--- config.mk ---
export PLATFORM = sky130hd
export DESIGN_NAME = i2c_lcd_target
export DESIGN_NICKNAME = d
export VERILOG_FILES = /design/src/rtl/i2c_lcd_target.sv
export SDC_FILE = /design/constraint.sdc
export NUM_CORES = 1
export LEC_CHECK = 0
export CAP_MARGIN = 10
export CORE_MARGIN = 5
export CORE_UTILIZATION = 40
export DETAILED_ROUTE_END_ITERATION = 6
export HOLD_SLACK_MARGIN = 0.08
export PLACE_DENSITY = 0.63
export SLEW_MARGIN = 20
export SYNTH_ARGS = -nofsm -noshare
export SYNTH_HDL_FRONTEND = slang
export SYNTH_SLANG_ARGS = --single-unit
export TNS_END_PERCENT = 10
--- constraint.sdc ---
create_clock -name clk -period 2.5 [get_ports clk]
set_input_delay 0.5 -clock clk [delete_from_list [all_inputs] [get_ports clk]]
set_output_delay 0.5 -clock clk [all_outputs]
set_load 0.02 [all_outputs]
--- src/rtl/i2c_lcd_target.sv ---
`default_nettype none
// ============================================================================
// Module  : i2c_lcd_target
// Brief   : I2C target exposing an 8-bit parallel port (LCD backpack style).
// Rev     : 1.0  initial release
// ============================================================================
module i2c_lcd_target #(
    parameter logic [6:0] I2C_ADDR  = 7'h27,
    parameter logic [7:0] PORT_INIT = 8'hFF
) (
    input  logic       clk,
    input  logic       rst,
    input  logic       scl_in,
    input  logic       sda_in,
    output logic       sda_oe,
    input  logic [7:0] port_in,
    output logic [7:0] port_out,
    output logic       byte_valid,
    output logic       busy
);

    localparam logic [2:0] S_IDLE      = 3'd0;
    localparam logic [2:0] S_ADDR      = 3'd1;
    localparam logic [2:0] S_ADDR_ACK  = 3'd2;
    localparam logic [2:0] S_WR_DATA   = 3'd3;
    localparam logic [2:0] S_WR_ACK    = 3'd4;
    localparam logic [2:0] S_RD_DATA   = 3'd5;
    localparam logic [2:0] S_RD_ACK    = 3'd6;
    localparam logic [2:0] S_WAIT_STOP = 3'd7;

    logic [1:0] r_scl_sync;
    logic [1:0] r_sda_sync;
    logic       r_scl_d;
    logic       r_sda_d;
    logic [2:0] r_state;
    logic [7:0] r_shift;
    logic [3:0] r_bit_cnt;

    logic       w_scl;
    logic       w_sda;
    logic       w_scl_rise;
    logic       w_scl_fall;
    logic       w_start;
    logic       w_stop;
    logic [7:0] w_shift_in;

    // Synchronizers idle high so a reset never looks like a bus condition.
    always_ff @(posedge clk or posedge rst) begin
        if (rst) begin
            r_scl_sync <= 2'b11;
            r_sda_sync <= 2'b11;
            r_scl_d    <= 1'b1;
            r_sda_d    <= 1'b1;
        end else begin
            r_scl_sync <= {r_scl_sync[0], scl_in};
            r_sda_sync <= {r_sda_sync[0], sda_in};
            r_scl_d    <= w_scl;
            r_sda_d    <= w_sda;
        end
    end

    assign w_scl      = r_scl_sync[1];
    assign w_sda      = r_sda_sync[1];
    assign w_scl_rise = w_scl & ~r_scl_d;
    assign w_scl_fall = ~w_scl & r_scl_d;
    assign w_start    = w_scl & r_scl_d & r_sda_d & ~w_sda;
    assign w_stop     = w_scl & r_scl_d & ~r_sda_d & w_sda;
    assign w_shift_in = {r_shift[6:0], w_sda};

    // In the ACK states sda_oe doubles as the phase flag: low = ACK not yet driven.
    always_ff @(posedge clk or posedge rst) begin
        if (rst) begin
            r_state    <= S_IDLE;
            r_shift    <= 8'h00;
            r_bit_cnt  <= 4'd0;
            sda_oe     <= 1'b0;
            port_out   <= PORT_INIT;
            byte_valid <= 1'b0;
            busy       <= 1'b0;
        end else begin
            byte_valid <= 1'b0;
            if (w_start) begin
                r_state   <= S_ADDR;
                r_shift   <= 8'h00;
                r_bit_cnt <= 4'd0;
                sda_oe    <= 1'b0;
            end else if (w_stop) begin
                r_state   <= S_IDLE;
                r_bit_cnt <= 4'd0;
                sda_oe    <= 1'b0;
                busy      <= 1'b0;
            end else begin
                case (r_state)
                    S_ADDR: begin
                        if (w_scl_rise) begin
                            r_shift <= w_shift_in;
                            if (r_bit_cnt == 4'd7) begin
                                r_bit_cnt <= 4'd0;
                                if (w_shift_in[7:1] == I2C_ADDR) begin
                                    r_state <= S_ADDR_ACK;
                                    busy    <= 1'b1;
                                end else begin
                                    r_state <= S_WAIT_STOP;
                                end
                            end else begin
                                r_bit_cnt <= r_bit_cnt + 4'd1;
                            end
                        end
                    end

                    S_ADDR_ACK: begin
                        if (w_scl_fall) begin
                            if (!sda_oe) begin
                                sda_oe <= 1'b1;
                            end else if (r_shift[0]) begin
                                r_state   <= S_RD_DATA;
                                r_shift   <= port_in;
                                sda_oe    <= ~port_in[7];
                                r_bit_cnt <= 4'd0;
                            end else begin
                                r_state   <= S_WR_DATA;
                                sda_oe    <= 1'b0;
                                r_bit_cnt <= 4'd0;
                            end
                        end
                    end

                    S_WR_DATA: begin
                        if (w_scl_rise) begin
                            r_shift <= w_shift_in;
                            if (r_bit_cnt == 4'd7) begin
                                r_bit_cnt <= 4'd0;
                                r_state   <= S_WR_ACK;
                            end else begin
                                r_bit_cnt <= r_bit_cnt + 4'd1;
                            end
                        end
                    end

                    S_WR_ACK: begin
                        if (w_scl_fall) begin
                            if (!sda_oe) begin
                                sda_oe     <= 1'b1;
                                port_out   <= r_shift;
                                byte_valid <= 1'b1;
                            end else begin
                                sda_oe  <= 1'b0;
                                r_state <= S_WR_DATA;
                            end
                        end
                    end

                    // r_shift[7] is always the bit currently on the bus.
                    S_RD_DATA: begin
                        if (w_scl_rise) begin
                            r_bit_cnt <= r_bit_cnt + 4'd1;
                        end else if (w_scl_fall) begin
                            if (r_bit_cnt == 4'd8) begin
                                sda_oe    <= 1'b0;
                                r_bit_cnt <= 4'd0;
                                r_state   <= S_RD_ACK;
                            end else begin
                                r_shift <= {r_shift[6:0], 1'b0};
                                sda_oe  <= ~r_shift[6];
                            end
                        end
                    end

                    // r_bit_cnt == 1 marks an ACK seen on the rise, awaiting the fall.
                    S_RD_ACK: begin
                        if (w_scl_rise) begin
                            if (w_sda) begin
                                r_state <= S_WAIT_STOP;
                            end else begin
                                r_bit_cnt <= 4'd1;
                            end
                        end else if (w_scl_fall && (r_bit_cnt == 4'd1)) begin
                            r_state   <= S_RD_DATA;
                            r_shift   <= port_in;
                            sda_oe    <= ~port_in[7];
                            r_bit_cnt <= 4'd0;
                        end
                    end

                    default: begin
                        sda_oe <= 1'b0;
                    end
                endcase
            end
        end
    end

endmodule
`default_nettype wire

==> impl_metrics.ini <==
[run_status]
status = finished, final reports clean

[finish]
final_cell_mix = clkdlybuf4s50_1 (22), dfrtp_1 (18), nor2_1 (14), dfstp_2 (14)
fin_nets = 251
drive_above_1_share = 0.218
num-fill-cells = 462
fin_cells = 301
area_growth_pct = 23.3
layout_commonest_cell = clkdlybuf4s50_1
seq_area_um2 = 818
diodes = 0
final_area_um2 = 2440
multi_input_area_um2 = 1080

[global_routing]
antenna_found_initial = 0
grt_max_degree = 33
grt_overflow_total = 0
grt_pass1_vias = 1727
grt_use_total = 0.175
grt_first_pass_wirelength_um = 8640

[yosys]
async_flop_share = 1.00
synth_nets = 220
synthTopCellsByArea = dfrtp_1 (23%), dfstp_2 (19%), mux2_2 (4.6%)
syn-cell-area_um2 = 1980
yosysWarnings = 0
syn-instance-count = 202
synth_area_leader_cell = dfrtp_1
synth_cell_types = 56
synth_top_area_frac = 0.228
synth_edf_count = 0
synth-seq-area-share = 0.413
avgSynthCellArea_um2 = 9.80
ys_ff_latch = 32
synthFlopType = dfrtp_1

[detailed_routing]
dr_total_vias = 1732
wl_per_cell_um = 16.9
viasPerCell = 5.75
drc = 0
wl_um = 5080
first_iter_violations = 193
ant_nets = 0
drt_pass1_iterations = 4

[sta]
worstMarginPinSlew_ps = 582
finalSetupTns_ps = 0
finalMaxSlewViolations = 0
fin_crit_sh = 0.949
hold_viol = 0
rsz0062_at_grt = no
setup_violations = 0
fmaxAchievable_mhz = 421
relSlewSlack = 0.610
fin_crit_ps = 2370
fin_skew_ps = 8.23
hold_slack_ps = 357

[worst_setup_path]
cp_max_fo = 5
cp.arrival_ps = 2550
crit_chain = inv_1 -> ha_1 -> nand4bb_4 -> o211a_1 -> or3_4 -> o211a_1 -> a211o_1
reg2reg_depth = 7
path_class = flop to flop
worst_path_largest_cell_delay_ps = 540
required_ps = 2680
worstSetupEndpointType = flop
crit_path_top_delay_cell = dfstp_2
crit_path_frequent_cell = o211a_1
worst_setup_path_start_kind = flop

[placed_design]
placed_cell_area_um2 = 2320
hpwl_um = 3610
gp_congestion = 0.983
place_inst = 292
port_buffers = 22

[cts]
cts_made_buffers = 5
tritoncts = done
hold_buffers = 0
cts-root-buf = clkbuf_8
clk_path_buf_depth = 2
clkTransAtPathRegs_ps = 70
cts_max_level = 2
clkLatencyLatePin_ps = 290
cts_sinks = 32

[pwr]
total_power_uw = 3030
p_leak_uw = 0.000986
peakVddDrop_mv = 0.670
power_density_nw_per_um2 = 1240

[floorplan]
io_pins = 23
coreArea_um2 = 4750
chipHeight_um = 80.3
die_w_um = 80.3
dieArea_um2 = 6460
start_util = 0.416
num_rows = 25

[min_path]
hold_depth = 0
hold_path_class = flop to flop

[run]
maxCapViolations = 0
-- metrics by stage --
| step | setup WS, ps | utilization |
|---|---|---|
| 5_1_grt | 28.2 | 0.513 |
| 4_1_cts | 144 | 0.508 |
| 3_5_place_dp | 161 | 0.488 |
| 3_3_place_gp | 196 | 0.488 |
| 6_report | 126 | 0.513 |
| 2_1_floorplan | 311 | - |
-- final timing paths --
path,start,endpoint,slack (ps)
max,r_scl_d,r_shift[1],130
min,r_sda_sync[0],r_sda_sync[1],360
max reg2reg,r_scl_d,r_shift[1],130
min reg2reg,r_sda_sync[0],r_sda_sync[1],360
max in group asynchronous,rst,r_sda_d,1570
min in group asynchronous,rst,r_shift[4],590
-- cells by family after synthesis --
group	after synthesis	share of synthesized area
adder cells (fa/ha/maj)	6	0.0379
multiplexers	9	0.0506
AO/OA/AOI/OAI	70	0.264
buffers and inverters	23	0.0499
XOR/XNOR	1	0.00443
AND/OR/NAND/NOR	61	0.180
flip-flops	32	0.413
-- where the power goes --
part	internal, µW	total (µW)	switching (µW)
sequential	757	983	226
combinational	778	1600	821
clock	223	444	221
total	1760	3030	1270
-- what timing repair did --
item	CTS	global route
endpoints found under the setup margin	0	1
setup buffers	0	1
gates resized for setup	0	1
-- cells in the mapped netlist (2+ instances only) --
| cell type | instances |
|---|---|
| o311a_1 | 5 |
| nor2b_1 | 4 |
| a221oi_1 | 7 |
| mux2_2 | 8 |
| nand2b_1 | 5 |
| nor3b_1 | 3 |
| clkbuf_1 | 6 |
| a211oi_1 | 3 |
| inv_1 | 11 |
| a21oi_1 | 13 |
| o32a_1 | 3 |
| nand3_1 | 3 |
| o2bb2ai_1 | 4 |
| nor3_1 | 8 |
| dfrtp_1 | 18 |
| o211a_1 | 2 |
| nand2_1 | 9 |
| dfstp_2 | 14 |
| o22ai_1 | 3 |
| o21a_1 | 2 |
| a31oi_1 | 2 |
| o21ai_0 | 10 |
| nor2_1 | 14 |
| and3b_1 | 2 |
| ha_1 | 6 |
| a22oi_1 | 4 |
| buf_2 | 4 |
-- worst max-delay path, delay by kind of cell (launching register included) --
family,cells,cell delay [ps]
AO/OA/AOI/OAI,3,760
adder cells (fa/ha/maj),1,230
buffers and inverters,1,40
flip-flops,1,540
AND/OR/NAND/NOR,2,680
-- final cells by class --
| class | instances | share of cell area |
|---|---|---|
| Clock buffer | 6 | 0.0338 |
| Clock inverter | 2 | 0.00615 |
| Multi-Input combinational cell | 147 | 0.442 |
| Inverter | 12 | 0.0185 |
| Tap cell | 67 | 0.0343 |
| Timing Repair Buffer | 35 | 0.130 |
| Sequential cell | 32 | 0.335 |
-- per-layer routing --
layer	wire (µm)	up-vias	GRT usage
met3	332	7	0.0303
met2	2290	64	0.265
li1	-	839	-
met4	78	0	0.0811
met1	2380	822	0.243
met5	0	-	0
-- flip-flops by register name (all words and copies together), names as in the netlist --
name	cells
r_state	3
r_scl_sync	2
port_out	8
busy	1
byte_valid	1
r_bit_cnt	4
r_sda_d	1
r_sda_sync	2
r_scl_d	1
sda_oe	1
r_shift	8
No activity file was read; power rests on OpenSTA's default activity.
